$ cat src/rtl/exram_portb_arbiter.sv
// EXRAM port B arbiter: round-robin sharing between the display scanner (0)
// and the debug/loader (1), with bounded hold and I/O-window write blocking.
module exram_portb_arbiter #(
    parameter int unsigned       WIDTH    = 16,
    parameter int unsigned       ADDR_W   = 16,
    parameter logic [ADDR_W-1:0] IO_BASE  = ADDR_W'(16'hCFFD),
    parameter int unsigned       MAX_HOLD = 4
) (
    input  logic              clk,
    input  logic              reset,
    input  logic              req0,
    input  logic              we0,
    input  logic [ADDR_W-1:0] addr0,
    input  logic [WIDTH-1:0]  wdata0,
    output logic              gnt0,
    output logic              rvalid0,
    input  logic              req1,
    input  logic              we1,
    input  logic [ADDR_W-1:0] addr1,
    input  logic [WIDTH-1:0]  wdata1,
    output logic              gnt1,
    output logic              rvalid1,
    output logic [WIDTH-1:0]  rdata,
    output logic [ADDR_W-1:0] mem_addr,
    output logic [WIDTH-1:0]  mem_wdata,
    output logic              mem_we,
    input  logic [WIDTH-1:0]  mem_q,
    output logic              io_block
);

    localparam int unsigned       HOLD_W    = $clog2(MAX_HOLD + 1);
    localparam logic [HOLD_W-1:0] HOLD_LAST = HOLD_W'(MAX_HOLD - 1);

    // One-hot owner encoding so each grant is a flop output.
    typedef enum logic [1:0] {
        IDLE = 2'b00,
        OWN0 = 2'b01,
        OWN1 = 2'b10
    } state_t;

    state_t            state;
    logic              rr_ptr;
    logic [HOLD_W-1:0] hold_cnt;

    logic              owner_req;
    logic              owner_we;
    logic [ADDR_W-1:0] owner_addr;
    logic [WIDTH-1:0]  owner_wdata;
    logic              other_req;
    logic              io_hit;
    logic              hold_last;
    logic              switch_owner;

    // Select the current owner's request; IDLE drives an all-zero access.
    always_comb begin
        owner_req   = 1'b0;
        owner_we    = 1'b0;
        owner_addr  = '0;
        owner_wdata = '0;
        other_req   = 1'b0;
        case (state)
            OWN0: begin
                owner_req   = req0;
                owner_we    = we0;
                owner_addr  = addr0;
                owner_wdata = wdata0;
                other_req   = req1;
            end
            OWN1: begin
                owner_req   = req1;
                owner_we    = we1;
                owner_addr  = addr1;
                owner_wdata = wdata1;
                other_req   = req0;
            end
            default: ;
        endcase
    end

    assign io_hit       = (owner_addr >= IO_BASE);
    assign hold_last    = (hold_cnt == HOLD_LAST);
    assign switch_owner = other_req & (~owner_req | hold_last);

    assign gnt0      = state[0];
    assign gnt1      = state[1];
    assign mem_addr  = owner_addr;
    assign mem_wdata = owner_wdata;
    assign mem_we    = owner_req & owner_we & ~io_hit;
    assign rdata     = mem_q;

    always_ff @(posedge clk) begin
        if (reset) begin
            state    <= IDLE;
            rr_ptr   <= 1'b0;
            hold_cnt <= '0;
            rvalid0  <= 1'b0;
            rvalid1  <= 1'b0;
            io_block <= 1'b0;
        end else begin
            rvalid0  <= gnt0 & req0 & ~we0;
            rvalid1  <= gnt1 & req1 & ~we1;
            io_block <= owner_req & owner_we & io_hit;
            case (state)
                IDLE: begin
                    hold_cnt <= '0;
                    if (req0 && (!req1 || !rr_ptr)) begin
                        state <= OWN0;
                    end else if (req1) begin
                        state <= OWN1;
                    end
                end
                OWN0, OWN1: begin
                    if (switch_owner) begin
                        state    <= (state == OWN0) ? OWN1 : OWN0;
                        rr_ptr   <= (state == OWN0);
                        hold_cnt <= '0;
                    end else if (owner_req) begin
                        // Hold only accumulates while the other side is waiting.
                        if (!other_req) begin
                            hold_cnt <= '0;
                        end else if (!hold_last) begin
                            hold_cnt <= hold_cnt + HOLD_W'(1);
                        end
                    end else begin
                        state    <= IDLE;
                        hold_cnt <= '0;
                    end
                end
                default: begin
                    state    <= IDLE;
                    hold_cnt <= '0;
                end
            endcase
        end
    end

endmodule

$ cat config.mk
export PLATFORM = sky130hd
export DESIGN_NAME = exram_portb_arbiter
export DESIGN_NICKNAME = d
export VERILOG_FILES = /design/src/rtl/exram_portb_arbiter.sv
export SDC_FILE = /design/constraint.sdc
export NUM_CORES = 1
export LEC_CHECK = 0
export CAP_MARGIN = 5
export CORE_MARGIN = 4
export CORE_UTILIZATION = 30
export DETAILED_ROUTE_END_ITERATION = 8
export PLACE_DENSITY = 0.92
export SLEW_MARGIN = 0
export SYNTH_ARGS = -nofsm -noshare
export SYNTH_HDL_FRONTEND = slang
export SYNTH_SLANG_ARGS = --single-unit
$ cat constraint.sdc
create_clock -name clk -period 5.2 [get_ports clk]
set_clock_uncertainty 0.1 [all_clocks]
set_input_delay 0.52 -clock clk [delete_from_list [all_inputs] [get_ports clk]]
set_output_delay 0.52 -clock clk [all_outputs]
set_load 0.1 [all_outputs]
==> results.toml <==
[floorplan]
io_pins = 140
initial_core_util_pct = 31.27
core_um2 = 4029
dieWidth_um = 72.81
die-area_um2 = 5301
die-height_um = 72.81
rows = 23

[cts]
cts.repair.resized = 0
clock_latency_ns = 0.23
clockBufferDepth = 2
cts_tree = "yes"
ctsHoldBuffers = 0
cts.sinks = 9
cts_setup_buffers = 0
cts_buffers = 3
clk_pin_slew_ns = 0.04
htreeDepth = 1
ctsRootBufferMaster = "clkbuf_8"

[hold_path]
min_path_type = "flop to flop"
worstHoldStart = "hold_cnt[0]"
min_path_cells = 1
min_to = "hold_cnt[0]"

[synthesis]
ys_ff_latch = 9
synth_area_um2 = 1260
syn_inst = 179
yosysSeqAreaShare_pct = 14.30
yosysUniqueCellTypes = 33
syn_nets = 271
avgSynthCellArea_um2 = 7.039
yosys_warnings = 0

[power_and_ir_drop]
p_leak_nw = 0.7816
total_power_mw = 0.4867
powerDensity_nw_per_um2 = 216.8
peakVddDrop_mv = 0.1180

[finish]
regArea_um2 = 180.2
multi_input_comb_area_um2 = 858.3
syn2layout_area_growth_pct = 78.15
diodes = 0
drive_above_1_share_pct = 5.769
layout.nets = 353
finalCoreUtilization_pct = 55.71
fill_cells = 369

[job]
cap_violations = 0

[setup_path]
cp_slowest_cell = "clkdlybuf4s50_1"
worstPathCellList = "inv_1, ha_1, buf_4, a22oi_1, nor2_1, clkdlybuf4s50_1"
reg2reg_slack_ns = 2.23
ff2ff_path_depth = 7
critical_path_class = "flop to output port"
cp_data_arrival_time_ns = 3.33
cp_max_fo = 30
startpoint_type = "flop"
timing.rr.start = "state[0]"
end_kind = "output port"
r2r-end = "io_block"
required_ns = 4.58
crit_path_max_incr_delay_ns = 1.16

[sta]
tns_ns = 0
worstMarginPinSlew_ns = 1.051
setup_violations = 0
slew_headroom_pct = 29.93
slew_viol_final = 0
clock.fmax_ghz = 0.2533
fin_crit_ns = 3.947
period_share_pct = 75.91
whs_ns = 0.3181
hold_viol = 0
grt_setup_unrepaired = "false"

[route]
postRouteAntennaNets = 0
wl_per_cell_um = 15.13
via_count = 1636
first_pass_iters = 5
routed_via_density = 5.277
drtIter0Drc = 95
drc_errors = 0
wirelength_um = 4691

[outcome]
outcome = "finished, final reports clean"

[grt]
grt_pass1_vias = 1599
grtUsageTotal_pct = 17.30
grt_first_pass_wirelength_um = 7438
grt-ovfl-total = 0
antenna_found_initial = 0
grt_max_degree = 37

[placed_design]
dp_hpwl_um = 3720
io_buffers = 107
routabilityCongestion = 0.7467
==> power breakdown <==
part / leakage, nW / internal (mW) / switching, mW
Sequential: 0.0729 / 0.0718 / 0.00292
Clock: 0.0228 / 0.0532 / 0.0256
Combinational: 0.686 / 0.110 / 0.223
Total: 0.782 / 0.235 / 0.252
==> worst max-delay path: cells and delay by family, from the launching register on <==
family	cells	cell delay [ns]
AND/OR/NAND/NOR	1	0.13
flip-flops	1	0.35
AO/OA/AOI/OAI	1	0.13
buffers and inverters	3	1.61
adder cells (fa/ha/maj)	1	0.86
==> sequential cells by signal, summed over array words and instances, names as in the netlist <==
| name | count |
|---|---|
| rvalid1 | 1 |
| state | 2 |
| io_block | 1 |
| rvalid0 | 1 |
| rr_ptr | 1 |
| hold_cnt | 3 |
==> worst max-delay path by stage <==
stage                     startpoint      endpoint  slack, ns
after floorplan             state[1]        mem_we       0.52
after global placement      state[0]  mem_addr[15]       1.55
after detailed placement    state[0]  mem_addr[15]       1.50
after CTS                   state[0]  mem_addr[15]       1.24
after global routing        state[0]  mem_addr[15]       1.05
final                       state[0]  mem_addr[15]       1.25
==> cells in the final DEF (no fill, tap or decap), types with 2 or more instances in the layout <==
| cell | Yosys | layout |
|---|---|---|
| ha_1 | 6 | 6 |
| inv_1 | 4 | 4 |
| nand2_1 | 8 | 8 |
| clkbuf_8 | 0 | 3 |
| nor2_1 | 43 | 43 |
| buf_4 | 18 | 3 |
| a22oi_2 | 4 | 4 |
| o211ai_1 | 4 | 4 |
| a22oi_1 | 33 | 33 |
| nand3_1 | 8 | 8 |
| a21oi_1 | 3 | 3 |
| a22o_1 | 4 | 4 |
| mux2i_1 | 2 | 2 |
| o21ai_0 | 2 | 2 |
| dfxtp_1 | 9 | 9 |
| nor3_1 | 3 | 3 |
| clkdlybuf4s50_1 | 0 | 106 |
==> cells by family after synthesis <==
logic type	after synthesis	share of synthesized area [%]
adders and majority gates	6	5.958
buffers and inverters	36	17.58
DFF	9	14.30
muxes	2	1.589
and+or+nand+nor	69	24.63
AOI/OAI and AO/OA	57	35.95
==> synth_stat cells <==
cell type / count / area (µm²)
o211ai_1: 4 / 30.03
nand2_1: 8 / 30.03
nor2_1: 43 / 161.4
nand4b_1: 1 / 8.760
nor3_1: 3 / 15.01
a22o_1: 4 / 35.03
a22oi_2: 4 / 50.05
o21a_1: 1 / 7.510
a32oi_1: 1 / 8.760
a21o_1: 1 / 7.510
buf_4: 18 / 135.1
inv_1: 4 / 15.01
buf_1: 4 / 15.01
a21oi_1: 3 / 15.01
buf_6: 2 / 22.52
nor3b_2: 1 / 12.51
ha_1: 6 / 75.07
o21bai_1: 1 / 7.510
buf_2: 3 / 15.01
nor3_2: 1 / 10.01
or3_4: 1 / 11.26
a222oi_1: 1 / 10.01
nor3b_1: 1 / 7.510
o41ai_2: 1 / 16.27
clkbuf_1: 5 / 18.77
nand2b_1: 1 / 6.260
dfxtp_1: 9 / 180.2
nand3_1: 8 / 40.04
mux2i_1: 2 / 20.02
o21ai_0: 2 / 10.01
a211oi_1: 1 / 7.510
a22oi_1: 33 / 247.7
and2_2: 1 / 7.510
==> cell type report <==
type,instances,share of cell area (%)
clock buffers,4,2.007
repair buffers,109,48.27
inverters,4,0.6689
multi-input cells,134,38.24
flip-flops and latches,9,8.027
well taps,50,2.787
==> metrics by stage <==
stage	setup slack [ns]	instance area (µm²)	std cells
after floorplan	0.5154	1260	179
after global placement	1.550	2200	306
after detailed placement	1.503	2200	306
after CTS	1.245	2245	310
after global routing	1.052	2245	310
final	1.253	2245	310
==> layer usage <==
layer,GRT usage [%],vias to the layer above,part of all wire [%]
met1,19.29,755,38
met3,5.234,3,10
met5,0,-,0
met2,32.16,81,51
met4,3.484,0,0.51
li1,-,797,-
(Power assumes the default switching activity.)
